`config.mk`:
```
export PLATFORM = sky130hd
export DESIGN_NAME = fetch_sequencer_flat
export DESIGN_NICKNAME = d
export VERILOG_FILES = /design/src/rtl/fetch_sequencer_pkg.sv /design/src/rtl/fetch_sequencer_if.sv /design/src/rtl/fetch_sequencer_buffer.sv /design/src/rtl/fetch_sequencer.sv /design/src/flat_wrapper.sv
export SDC_FILE = /design/constraint.sdc
export NUM_CORES = 1
export LEC_CHECK = 0
export ABC_AREA = 1
export CAP_MARGIN = 20
export CORE_MARGIN = 2
export CORE_UTILIZATION = 53
export DETAILED_ROUTE_END_ITERATION = 6
export PLACE_DENSITY_LB_ADDON = 0.3
export SYNTH_ARGS = -nofsm -noshare
export SYNTH_HDL_FRONTEND = slang
export SYNTH_HIERARCHICAL = 1
export SYNTH_SLANG_ARGS = --single-unit
```
`constraint.sdc`:
```
create_clock -name clk -period 5.5 [get_ports clk]
set_input_delay 1.1 -clock clk [delete_from_list [all_inputs] [get_ports clk]]
set_output_delay 1.1 -clock clk [all_outputs]
set_load 0.02 [all_outputs]
```
`src/rtl/fetch_sequencer_pkg.sv`:
```
// ---------------------------------------------------------------
// fetch_sequencer_pkg -- fetch FSM state encoding and PC step.
// Rev 1.0
// ---------------------------------------------------------------
`default_nettype none

package fetch_sequencer_pkg;

  typedef enum logic [1:0] {
    ST_REQ  = 2'd0,
    ST_RESP = 2'd1,
    ST_HOLD = 2'd2
  } fetch_state_e;

  localparam logic [31:0] C_PC_INC = 32'd4;

  function automatic logic [31:0] align_word(input logic [31:0] i_addr);
    return {i_addr[31:2], 2'b00};
  endfunction

endpackage

`default_nettype wire

```
`src/rtl/fetch_sequencer_if.sv`:
```
// ---------------------------------------------------------------
// fetch_sequencer_if -- redirect, hazard, imem and delivery bus.
// Rev 1.0 (FETCH_MISALIGN_TRAP_EN adds misalign)
// ---------------------------------------------------------------
`default_nettype none

interface fetch_sequencer_if;

  logic        branch;
  logic [31:0] branch_addr;
  logic        stall;
  logic        imem_req;
  logic [31:0] imem_addr;
  logic        imem_ready;
  logic        imem_rvalid;
  logic [31:0] imem_rdata;
  logic [31:0] instr;
  logic [31:0] instr_pc;
  logic        instr_valid;
  logic        flush;

`ifdef FETCH_MISALIGN_TRAP_EN
  logic        misalign;

  modport master (
    input  branch, branch_addr, stall, imem_ready, imem_rvalid, imem_rdata,
    output imem_req, imem_addr, instr, instr_pc, instr_valid, flush, misalign
  );

  modport slave (
    output branch, branch_addr, stall, imem_ready, imem_rvalid, imem_rdata,
    input  imem_req, imem_addr, instr, instr_pc, instr_valid, flush, misalign
  );
`else
  modport master (
    input  branch, branch_addr, stall, imem_ready, imem_rvalid, imem_rdata,
    output imem_req, imem_addr, instr, instr_pc, instr_valid, flush
  );

  modport slave (
    output branch, branch_addr, stall, imem_ready, imem_rvalid, imem_rdata,
    input  imem_req, imem_addr, instr, instr_pc, instr_valid, flush
  );
`endif

endinterface

`default_nettype wire

```
`src/rtl/fetch_sequencer_buffer.sv`:
```
// ---------------------------------------------------------------
// fetch_buffer -- one-entry instruction/PC holding register.
// Rev 1.0
// ---------------------------------------------------------------
`default_nettype none

module fetch_buffer (
  input  logic        clk,
  input  logic        rst,
  input  logic        i_load,
  input  logic        i_clear,
  input  logic [31:0] i_instr,
  input  logic [31:0] i_pc,
  output logic [31:0] o_instr,
  output logic [31:0] o_pc
);

  logic [31:0] r_instr;
  logic [31:0] r_pc;

  always_ff @(posedge clk or posedge rst) begin
    if (rst) begin
      r_instr <= '0;
      r_pc    <= '0;
    end else if (i_clear) begin
      r_instr <= '0;
      r_pc    <= '0;
    end else if (i_load) begin
      r_instr <= i_instr;
      r_pc    <= i_pc;
    end
  end

  assign o_instr = r_instr;
  assign o_pc    = r_pc;

endmodule

`default_nettype wire

```
`src/rtl/fetch_sequencer.sv`:
```
// ---------------------------------------------------------------
// fetch_sequencer -- instruction fetch FSM with redirect and stall hold.
// Rev 1.0 (optional FETCH_MISALIGN_TRAP_EN: trap misaligned branches)
// ---------------------------------------------------------------
`default_nettype none

module fetch_sequencer
  import fetch_sequencer_pkg::*;
#(
  parameter logic [31:0] RESET_PC = 32'h0000_0000
) (
  input  logic              clk,
  input  logic              rst,
  fetch_sequencer_if.master bus
);

  fetch_state_e r_state;
  fetch_state_e w_state_nxt;

  logic        r_run;
  logic [31:0] r_pc;
  logic [31:0] w_pc_nxt;
  logic [31:0] r_req_pc;
  logic        r_kill;
  logic        w_kill_nxt;
  logic        r_valid;
  logic        w_valid_nxt;
  logic [31:0] r_instr;
  logic [31:0] w_instr_nxt;
  logic [31:0] r_instr_pc;
  logic [31:0] w_instr_pc_nxt;
  logic        r_flush;
  logic        w_accept;
  logic        w_redirect;
  logic [31:0] w_target;
  logic        w_buf_load;
  logic        w_buf_clear;
  logic [31:0] w_buf_instr;
  logic [31:0] w_buf_pc;

`ifdef FETCH_MISALIGN_TRAP_EN
  logic r_misalign;
  logic w_misalign;

  assign w_misalign = bus.branch && (bus.branch_addr[1:0] != 2'b00);
  assign w_redirect = bus.branch && !w_misalign;
  assign w_target   = bus.branch_addr;

  always_ff @(posedge clk or posedge rst) begin
    if (rst) r_misalign <= 1'b0;
    else     r_misalign <= w_misalign;
  end

  assign bus.misalign = r_misalign;
`else
  logic w_unused_lsbs;

  assign w_redirect    = bus.branch;
  assign w_target      = align_word(bus.branch_addr);
  assign w_unused_lsbs = ^bus.branch_addr[1:0];
`endif

  // r_run keeps imem_req low until the first edge after reset release
  assign bus.imem_req  = r_run && (r_state == ST_REQ);
  assign bus.imem_addr = r_pc;
  assign w_accept      = bus.imem_req && bus.imem_ready;

  always_ff @(posedge clk or posedge rst) begin
    if (rst) r_state <= ST_REQ;
    else     r_state <= w_state_nxt;
  end

  always_comb begin
    w_state_nxt    = r_state;
    w_pc_nxt       = r_pc;
    w_kill_nxt     = r_kill;
    w_valid_nxt    = 1'b0;
    w_instr_nxt    = r_instr;
    w_instr_pc_nxt = r_instr_pc;
    w_buf_load     = 1'b0;
    w_buf_clear    = 1'b0;

    case (r_state)
      ST_REQ: begin
        if (w_accept) begin
          w_pc_nxt    = r_pc + C_PC_INC;
          w_kill_nxt  = 1'b0;
          w_state_nxt = ST_RESP;
        end
      end
      ST_RESP: begin
        if (bus.imem_rvalid) begin
          w_state_nxt = ST_REQ;
          w_kill_nxt  = 1'b0;
          if (!r_kill && !w_redirect) begin
            if (bus.stall) begin
              w_buf_load  = 1'b1;
              w_state_nxt = ST_HOLD;
            end else begin
              w_valid_nxt    = 1'b1;
              w_instr_nxt    = bus.imem_rdata;
              w_instr_pc_nxt = r_req_pc;
            end
          end
        end
      end
      ST_HOLD: begin
        if (!bus.stall) begin
          w_valid_nxt    = 1'b1;
          w_instr_nxt    = w_buf_instr;
          w_instr_pc_nxt = w_buf_pc;
          w_buf_clear    = 1'b1;
          w_state_nxt    = ST_REQ;
        end
      end
      default: w_state_nxt = ST_REQ;
    endcase

    // A redirect overrides every delivery decision made above
    if (w_redirect) begin
      w_pc_nxt       = w_target;
      w_valid_nxt    = 1'b0;
      w_instr_nxt    = r_instr;
      w_instr_pc_nxt = r_instr_pc;
      w_buf_load     = 1'b0;
      w_buf_clear    = 1'b1;
      case (r_state)
        ST_REQ: begin
          w_kill_nxt  = w_accept;
          w_state_nxt = w_accept ? ST_RESP : ST_REQ;
        end
        ST_RESP: begin
          w_kill_nxt  = !bus.imem_rvalid;
          w_state_nxt = bus.imem_rvalid ? ST_REQ : ST_RESP;
        end
        default: begin
          w_kill_nxt  = 1'b0;
          w_state_nxt = ST_REQ;
        end
      endcase
    end
  end

  always_ff @(posedge clk or posedge rst) begin
    if (rst) begin
      r_run      <= 1'b0;
      r_pc       <= RESET_PC;
      r_req_pc   <= RESET_PC;
      r_kill     <= 1'b0;
      r_valid    <= 1'b0;
      r_instr    <= '0;
      r_instr_pc <= '0;
      r_flush    <= 1'b0;
    end else begin
      r_run      <= 1'b1;
      r_pc       <= w_pc_nxt;
      r_kill     <= w_kill_nxt;
      r_valid    <= w_valid_nxt;
      r_instr    <= w_instr_nxt;
      r_instr_pc <= w_instr_pc_nxt;
      r_flush    <= w_redirect;
      if (w_accept) r_req_pc <= r_pc;
    end
  end

  fetch_buffer u_buf (
    .clk     (clk),
    .rst     (rst),
    .i_load  (w_buf_load),
    .i_clear (w_buf_clear),
    .i_instr (bus.imem_rdata),
    .i_pc    (r_req_pc),
    .o_instr (w_buf_instr),
    .o_pc    (w_buf_pc)
  );

  assign bus.instr       = r_instr;
  assign bus.instr_pc    = r_instr_pc;
  assign bus.instr_valid = r_valid;
  assign bus.flush       = r_flush;

endmodule

`default_nettype wire

```
`src/flat_wrapper.sv`:
```
// flat-port wrapper written by rule: the top's interface ports become plain ports
module fetch_sequencer_flat import fetch_sequencer_pkg::*;
#(
  parameter logic [31:0] RESET_PC = 32'h0000_0000
)
  (clk, rst, bus_branch, bus_branch_addr, bus_stall, bus_imem_ready, bus_imem_rvalid, bus_imem_rdata, bus_imem_req, bus_imem_addr, bus_instr, bus_instr_pc, bus_instr_valid, bus_flush);
  fetch_sequencer_if bus_i ();
  input  logic clk;
  input  logic rst;
  input wire logic [$bits(bus_i.branch)-1:0] bus_branch;
  input wire logic [$bits(bus_i.branch_addr)-1:0] bus_branch_addr;
  input wire logic [$bits(bus_i.stall)-1:0] bus_stall;
  input wire logic [$bits(bus_i.imem_ready)-1:0] bus_imem_ready;
  input wire logic [$bits(bus_i.imem_rvalid)-1:0] bus_imem_rvalid;
  input wire logic [$bits(bus_i.imem_rdata)-1:0] bus_imem_rdata;
  output wire logic [$bits(bus_i.imem_req)-1:0] bus_imem_req;
  output wire logic [$bits(bus_i.imem_addr)-1:0] bus_imem_addr;
  output wire logic [$bits(bus_i.instr)-1:0] bus_instr;
  output wire logic [$bits(bus_i.instr_pc)-1:0] bus_instr_pc;
  output wire logic [$bits(bus_i.instr_valid)-1:0] bus_instr_valid;
  output wire logic [$bits(bus_i.flush)-1:0] bus_flush;
  assign bus_i.branch = bus_branch;
  assign bus_i.branch_addr = bus_branch_addr;
  assign bus_i.stall = bus_stall;
  assign bus_i.imem_ready = bus_imem_ready;
  assign bus_i.imem_rvalid = bus_imem_rvalid;
  assign bus_i.imem_rdata = bus_imem_rdata;
  assign bus_imem_req = bus_i.imem_req;
  assign bus_imem_addr = bus_i.imem_addr;
  assign bus_instr = bus_i.instr;
  assign bus_instr_pc = bus_i.instr_pc;
  assign bus_instr_valid = bus_i.instr_valid;
  assign bus_flush = bus_i.flush;
  fetch_sequencer #(.RESET_PC(RESET_PC)) u_core (.clk(clk), .rst(rst), .bus(bus_i));
endmodule
```
==> Word-level counts from Yosys, hierarchy flattened <==
Index checks and enable logic that the tools add are counted.
W data, S select, Z words.
{ "word_totals": {"wordCells": 82, "ff_bits": 198, "output_inout_bits": 99, "inputBits": 70} }
{ "classes": {"add_sub_neg": 1, "n_mux": 44, "reduce_logical": 16, "eq_ne": 9, "n_bitwise": 1} }
{ "ops": {"columns": ["operator", "n"], "rows": [
  ["$mux W32", 15],
  ["$pmux W32 S2", 2],
  ["$add A32 B3 Y32 const B", 1],
  ["$mux W1", 16],
  ["$mux W2", 6],
  ["$reduce_bool A2 Y1", 4],
  ["$ne A2 B2 Y1 const B", 3],
  ["$ne A3 B3 Y1 const B", 2],
  ["$pmux W1 S2", 3],
  ["$pmux W2 S3", 1],
  ["$reduce_and A3 Y1", 2],
  ["$reduce_and A6 Y1", 1],
  ["$pmux W2 S2", 1],
  ["$logic_and A1 B1 Y1", 3],
  ["$logic_not A1 Y1", 3],
  ["$ne A3 B2 Y1 const B", 1],
  ["$reduce_bool A3 Y1", 1],
  ["$eq A2 B1 Y1 const B", 1],
  ["$eq A2 B2 Y1 const B", 1],
  ["$logic_not A2 Y1", 1],
  ["$ne A2 B1 Y1 const B", 1],
  ["$reduce_and A2 Y1", 1],
  ["$not A1 Y1", 1]
]} }

==> Depth between registers and ports, before layout <==
Gate-level depths: netlist of the first run.
{ "depth": {"depth_word": 8, "mapped_depth": 11, "ltp_nobuf": 11} }

==> Cells and area by module <==
The synthesis of the first run kept the hierarchy.
{ "modules_own_cells": {"columns": ["module", "seq_area_each_um2", "area_per_inst_um2", "n_inst", "cells_each"], "rows": [
  ["fetch_sequencer", 3253.1, 6576.3, 1, 777],
  ["fetch_buffer", 1601.5, 2586.2, 1, 278]
]} }

==> Least setup slack after synthesis of the first run <==
Ideal clock, no wire load.
{ "synth_timing": {"path_kind": "input -> register", "startpoint": "in bus_branch", "endpoint": "reg u_core.u_buf.r_pc[2], in the netlist u_core/u_buf/o_pc[2]", "path_buffers": 2, "setup_slack_ns": 3.164, "setup_ns": 0.065, "required_time_ns": 5.435, "t_arrival_ns": 2.271, "cell_stages": 7, "cell_sequence": "inv_2 -> clkbuf_1 -> o21ai_0 -> nor2_4 -> buf_6 -> nand2_1 -> nand2_1"} }
{ "synth_via": {"word_cells_on_any_way": 9, "cone_classes": "mux: 6; reduce/logical: 3"} }
{ "synth_lines": {"columns": ["item", "line", "source"], "rows": [
  ["start, declared", "flat_wrapper.sv:10", "input wire logic [$bits(bus_i.branch)-1:0] bus_branch;"],
  ["$mux W1 *", "fetch_sequencer.sv:120", "if (w_redirect) begin"],
  ["via u_core.w_buf_clear", "fetch_sequencer.sv:37", "logic w_buf_clear;"],
  ["$mux W32 / $reduce_bool A2 Y1 (equally long branches)", null, null],
  ["end signal, assigned", "fetch_sequencer_buffer.sv:30", "r_pc <= i_pc;"],
  ["end, declared", "fetch_sequencer_buffer.sv:19", "logic [31:0] r_pc;"]
]} }
The timed path passes the listed nets; every way through them passes the cells marked *.
A chain may end at the register's enable or synchronous reset.

==> Worst setup path after layout of the first run <==
{ "layout_timing": {"startpoint": "in bus_branch", "endpoint": "reg u_core.u_buf.r_pc[9], in the netlist u_core/u_buf/o_pc[9]"} }
Same word-level chain as after synthesis.

==> metrics, run 1 <==
vias in the first global route 7145; WP data arrival 3.46 ns; max-slew violations 0; Worst Path Required 5.86 ns; library cells used by synthesis 31; Worst setup SP type input port; CTS buffer count 17; synthesis-stage register bit count 194; Min-Delay Path Class register to register; routed vias 7493; Mean Syn Cell Area 8.68 um2; area growth from synthesis to layout 24.1%; final hold vios 0; peak supply drop 0.000256 V; Final ANT Viol Nets 0; R2R Setup Slk 2.78 ns; RSZ-0062 raised after global routing no; Post-Route Skew 0.00655 ns; Hold EP u_core/u_buf/o_pc[14]; die area 18400 um2; Sw Share 36.3%; Power Total 5.01 mW; Worst Path Max Fanout 40; EDFF count, synth 0; endpoints failing setup 0; status finished, final reports clean; Starting Density 53.5%; via-per-instance ratio 5.24; CTS tree yes; global route overflow 0; synth warn 6; switching pwr 1.82 mW; clock slew seen by the registers of the worst setup and hold paths 0.06 ns; root buf cell clkbuf_16; most frequent cells in the layout nand2_1 (358), dfrtp_1 (194), clkdlybuf4s50_1 (164), nand3_1 (111), o21ai_1 (66); drt initial violations 519; layout cells sized above 1 6.38%; Clk network pwr share 22.4%; first-pass GRT wire length 35700 um; placeable core area 17100 um2; Setup CP Type input port to register; Least-Margin Pin Slew 1.13 ns; Die Y-Extent 135 um; worst r2r src u_core/r_state[0]; sequential power share 41.8%; Post-CTS Setup Inserts 0; router iterations before antenna repair 5; ANT cells 0; DR WL/cell 15.0 um; GPL Wtd Cong 0.878; Worst setup EP type register; fillers 1484; setup TNS 0 ns; Hold Crit Start u_core/u_buf/o_pc[14]; Post-synth ARST share 100%; fin crit share 56.4%; Chip Width 135 um; min Tclk post-route 3.10 ns; WL final 21400 um; ys flop type dfrtp_1; power density cells 441 nW/um2; H-tree Lvls 4; register area share after synthesis 53.0%; nets 1268; Post-Syn Area 9160 um2; Hold Buf Count CTS 0; commonest non-fill, non-tap cell in the layout nand2_1; Comb power frac 35.7%; post-DP HPWL 14000 um; clock sinks 194; post-synthesis instance total 1055; worst skew pair latency 0.42 ns; drt drc 0; I/O Buffers 164; total track usage 24.3%; R2R depth 10; Top-Level Pins 169; Rel. slew slack 24.6%; P_int 3.19 mW; Rows 48; r2r endpoint u_core/bus.instr[4]; Post-CTS Resized 0; Longest Clk Path Bufs 2; largest net degree at the start of global routing 129; initial antenna violation count 0; max-cap violations 0; leakage power 5.28 nW; fmax 322 MHz; WHS Path Cells 2
[cells by family after synthesis]
logic type | after synthesis | share of synthesized area, %
flip-flops | 194 | 53.0
multiplexers | 62 | 6.77
adder cells (fa/ha/maj) | 4 | 0.546
AND/OR/NAND/NOR | 537 | 25.1
other | 2 | 0.0820
XOR/XNOR | 4 | 0.382
AO/OA/AOI/OAI | 136 | 7.66
buffers and inverters | 116 | 6.43
[synthesized netlist by cell type (5+ instances only)]
cell type  count  area [um2]
nor2_2         7        43.8
clkbuf_1       8        30.0
o21ai_0       57         285
mux2i_1       62         621
o21ai_1       66         330
inv_1         56         210
dfrtp_1      194        4850
inv_2          5        18.8
a21oi_1        6        30.0
nand3_1      111         556
nand2_2       11        68.8
nand2_1      358        1340
nor2_4         8        90.1
buf_2         24         120
nor2_1        32         120
buf_6         10         113
buf_4         13        97.6
[metal layers]
metal / wire length (um) / vias up / GRT usage (%) / share of wire [%]
met3: 1090 / 21 / 3.55 / 5.1
met1: 10000 / 3542 / 35.1 / 47
met5: 0 / - / 0 / 0
met4: 351 / 0 / 7.58 / 1.6
met2: 9980 / 233 / 38.4 / 47
li1: - / 3697 / - / -
[stage by stage]
stage               setup WS (ns)  hold slack, ns  instance area, um2  instances  util [%]
CTS                          2.38           0.474               11400       1431      66.5
detailed placement           1.97           0.458               10800       1400      63.3
global route                 2.18           0.490               11400       1431      66.5
floorplan                   0.931           0.442                9170       1058         -
global placement             2.02           0.452               10800       1400      63.3
finish                       2.40           0.470               11400       1431      66.5
[how the worst max path moves through the flow]
stage	startpoint	end	slack [ns]	cells after the start
finish	bus_branch	u_core/u_buf/o_pc[9]	2.40	8
global route	bus_branch	u_core/u_buf/o_pc[31]	2.18	8
CTS	u_core/r_state[0]	bus_imem_req	2.38	5
detailed placement	bus_branch	u_core/u_buf/o_pc[12]	1.97	8
global placement	bus_branch	u_core/u_buf/o_instr[13]	2.02	8
floorplan	rst	u_core/bus.flush	0.93	1
[final cells by class]
type                            count  area [um2]  area share [%]
Clock inverter                      9        58.8           0.517
Multi-Input combinational cell    748        3760            33.0
Inverter                           61         234            2.06
Tap cell                          225         282            2.47
Clock buffer                       22         474            4.17
Sequential cell                   194        4850            42.7
Timing Repair Buffer              172        1710            15.1
[critical path, cell delays in order]
cell and delay (ns):
clkdlybuf4s50_1 0.40, buf_4 0.24, inv_2 0.28, o21ai_0 0.27
inv_2 0.40, buf_4 0.51, nand3_1 0.14, nand2_1 0.10
[flip-flops by register name (all words and copies together), names as in the netlist]
name / cells
u_core/r_run: 1
u_core/u_buf/o_pc: 32
u_core/r_req_pc: 30
u_core/bus.flush: 1
u_core/bus.imem_addr: 30
u_core/r_state: 2
u_core/bus.instr_valid: 1
u_core/u_buf/o_instr: 32
u_core/bus.instr_pc: 32
u_core/bus.instr: 32
u_core/r_kill: 1
[power groups by stage]
stage | sequential (mW) | combinational, mW | clock (mW)
floorplan | 2.34 | 0.799 | 0
global placement | 2.10 | 1.76 | 0
detailed placement | 2.12 | 1.80 | 0
CTS | 2.09 | 1.81 | 1.15
global route | 2.14 | 1.97 | 1.20
finish | 2.10 | 1.79 | 1.12
(Power assumes the default switching activity.)
==> inputs of run 2 (changes only) <==
CORE_UTILIZATION = 48   (was 53)
clock period = 2.7 ns   (was 5.5 ns; I/O delays follow)
==> run 2 against run 1 <==
Net effect:
- flip-flop and latch count did not move
- global-route usage fell by 2.2 points
- largest cell class unchanged
- critical path type is now register to primary output
- die area rose by 10%
==> metrics, run 2 (synthesis gave the netlist of run 1 again) <==
CTS tree yes (unchanged); drt drc 0 (unchanged); via-per-instance ratio 5.11 (was 5.24); RSZ-0062 raised after global routing no (unchanged); placed inst area 11000 um2 (was 10800 um2); Worst setup SP type register (was input port); die area 20200 um2 (was 18400 um2); Starting Density 49.0% (was 53.5%); ANT cells 0 (unchanged); initial antenna violation count 0 (unchanged); layout cells sized above 1 7.45% (was 6.38%); Post-CTS Setup Inserts 0 (unchanged); total track usage 22.2% (was 24.3%); drt initial violations 471 (was 519); area growth from synthesis to layout 25.9% (was 24.1%); fin crit share 94.2%; setup TNS 0 ns (unchanged); max-cap violations 0 (unchanged); H-tree Lvls 4 (unchanged); cells along the critical path inv_1 -> ha_1 -> nand2_2 -> inv_2 -> clkdlybuf4s50_1 (was clkdlybuf4s50_1 -> buf_4 -> inv_2 -> o21ai_0 -> inv_2 -> buf_4 -> nand3_1 -> nand2_1); clock sinks 194 (unchanged); Slowest Stage Delay on Critical Path 0.60 ns (was 0.51 ns); most frequent cells in the layout nand2_1 (358), dfrtp_1 (194), clkdlybuf4s50_1 (164), nand3_1 (111), o21ai_1 (66) (unchanged); max-slew violations 0 (unchanged); fmax 393 MHz; Top-Level Pins 169 (unchanged); WP data arrival 2.00 ns (was 3.46 ns); root buf cell clkbuf_16 (unchanged); CTS buffer count 17 (unchanged); worst r2r src u_core/r_state[0] (unchanged); global route overflow 0 (unchanged); GPL Wtd Cong 0.869 (was 0.878); worst skew pair latency 0.42 ns (about the same); final hold vios 0 (unchanged); Worst Path Required 2.16 ns (was 5.86 ns); first-pass GRT wire length 35600 um (was 35700 um); R2R depth 10 (unchanged); post-DP HPWL 15100 um (was 14000 um); Rows 50 (was 48); Rel. slew slack 65.6% (was 24.6%); clock slew seen by the registers of the worst setup and hold paths 0.06 ns (about the same); Die Y-Extent 142 um (was 135 um); status finished, final reports clean (unchanged); nets 1283 (was 1268); leakage power 5.36 nW (was 5.28 nW); Post-CTS Resized 0 (unchanged); router iterations before antenna repair 5 (unchanged); fillers 1637 (was 1484); vias in the first global route 7100 (was 7145); Final ANT Viol Nets 0 (unchanged); routed vias 7429 (was 7493); crit path max-delay cell type clkdlybuf4s50_1 (was buf_4); Chip Width 142 um (was 135 um); Worst Path Max Fanout 4 (was 40); Least-Margin Pin Slew 0.511 ns (was 1.13 ns); min Tclk post-route 2.54 ns; Setup CP Type register to primary output (was input port to register); largest net degree at the start of global routing 67 (was 129); Longest Clk Path Bufs 2 (unchanged); Post-Layout Inst Area 11500 um2 (was 11400 um2); commonest non-fill, non-tap cell in the layout nand2_1 (unchanged); I/O Buffers 164 (unchanged); R2R Setup Slk 0.60 ns (was 2.78 ns); endpoints failing setup 0 (unchanged); Min-Delay Path Class input port to asynchronous set/reset pin (was register to register); Hold Buf Count CTS 0 (unchanged); r2r endpoint u_core/bus.instr_pc[31] (was u_core/bus.instr[4]); placeable core area 18700 um2 (was 17100 um2); Post-Route Skew 0.00626 ns (was 0.00655 ns); DR WL/cell 14.8 um (was 15.0 um); Worst setup EP type primary output (was register); peak supply drop 0.000498 V (was 0.000256 V); WL final 21500 um (was 21400 um); power density cells 888 nW/um2 (was 441 nW/um2)
==> run 2: cell types whose count changed in the layout (fill, tap and decap cells not counted), sizes merged <==
cell      delta
buf         +15
clkinvlp     -1
clkinv       +2
clkbuf       -1
==> run 2: worst max-delay path by stage <==
| stage | endpoint | slack (ns) | cells past startpoint | start |
|---|---|---|---|---|
| after floorplan | u_core/bus.flush | 0.55 | 1 | rst |
| after global placement | u_core/u_buf/o_instr[0] | 0.50 | 7 | bus_branch |
| after detailed placement | u_core/r_state[0] | 0.45 | 9 | bus_branch |
| after CTS | bus_imem_req | 0.13 | 5 | u_core/r_state[0] |
| after global routing | bus_imem_req | 0.07 | 5 | u_core/r_state[0] |
| final | bus_imem_req | 0.16 | 5 | u_core/r_state[0] |
==> run 2: worst max-delay path: cells and delay by family (launching register included) <==
| kind | cells | cell delay (ns) |
|---|---|---|
| buffers and inverters | 3 | 0.81 |
| flip-flops | 1 | 0.40 |
| adder cells (fa/ha/maj) | 1 | 0.27 |
| AND/OR/NAND/NOR | 1 | 0.11 |
==> run 2: where the power goes <==
| part | internal, mW | leakage [nW] | switching, mW | total [mW] |
|---|---|---|---|---|
| registers | 3.68 | 2.53 | 0.574 | 4.26 |
| logic | 1.66 | 2.58 | 2.09 | 3.75 |
| clock network | 1.19 | 0.253 | 1.04 | 2.23 |
| total | 6.54 | 5.36 | 3.71 | 10.2 |
==> run 2: per-layer routing <==
metal | vias to the layer above | global-route usage (%) | share of wire [%]
met5 | - | 0 | 0
li1 | 3722 | - | -
met4 | 0 | 6.05 | 1.4
met3 | 29 | 3.80 | 5.5
met1 | 3466 | 31.5 | 47
met2 | 212 | 35.4 | 46
==> run 2: area by class of cell <==
type	count	area, um2	area share, %
flip-flops and latches	194	4850	42.1
multi-input cells	748	3760	32.6
repair buffers	187	1890	16.4
clock buffers	21	450	3.90
well taps	234	293	2.54
inverters	61	233	2.02
clock inverters	10	62.6	0.542
==> run 2: metrics by stage <==
step	hold WS, ns	cells	total power, mW	utilization (%)	setup slack, ns
after floorplan	0.442	1058	6.40	-	0.551
after global placement	0.452	1424	7.97	58.9	0.500
after detailed placement	0.458	1424	8.08	58.9	0.447
after CTS	0.409	1455	10.4	61.7	0.127
after global routing	0.450	1455	10.9	61.7	0.0721
final	0.423	1455	10.2	61.7	0.157
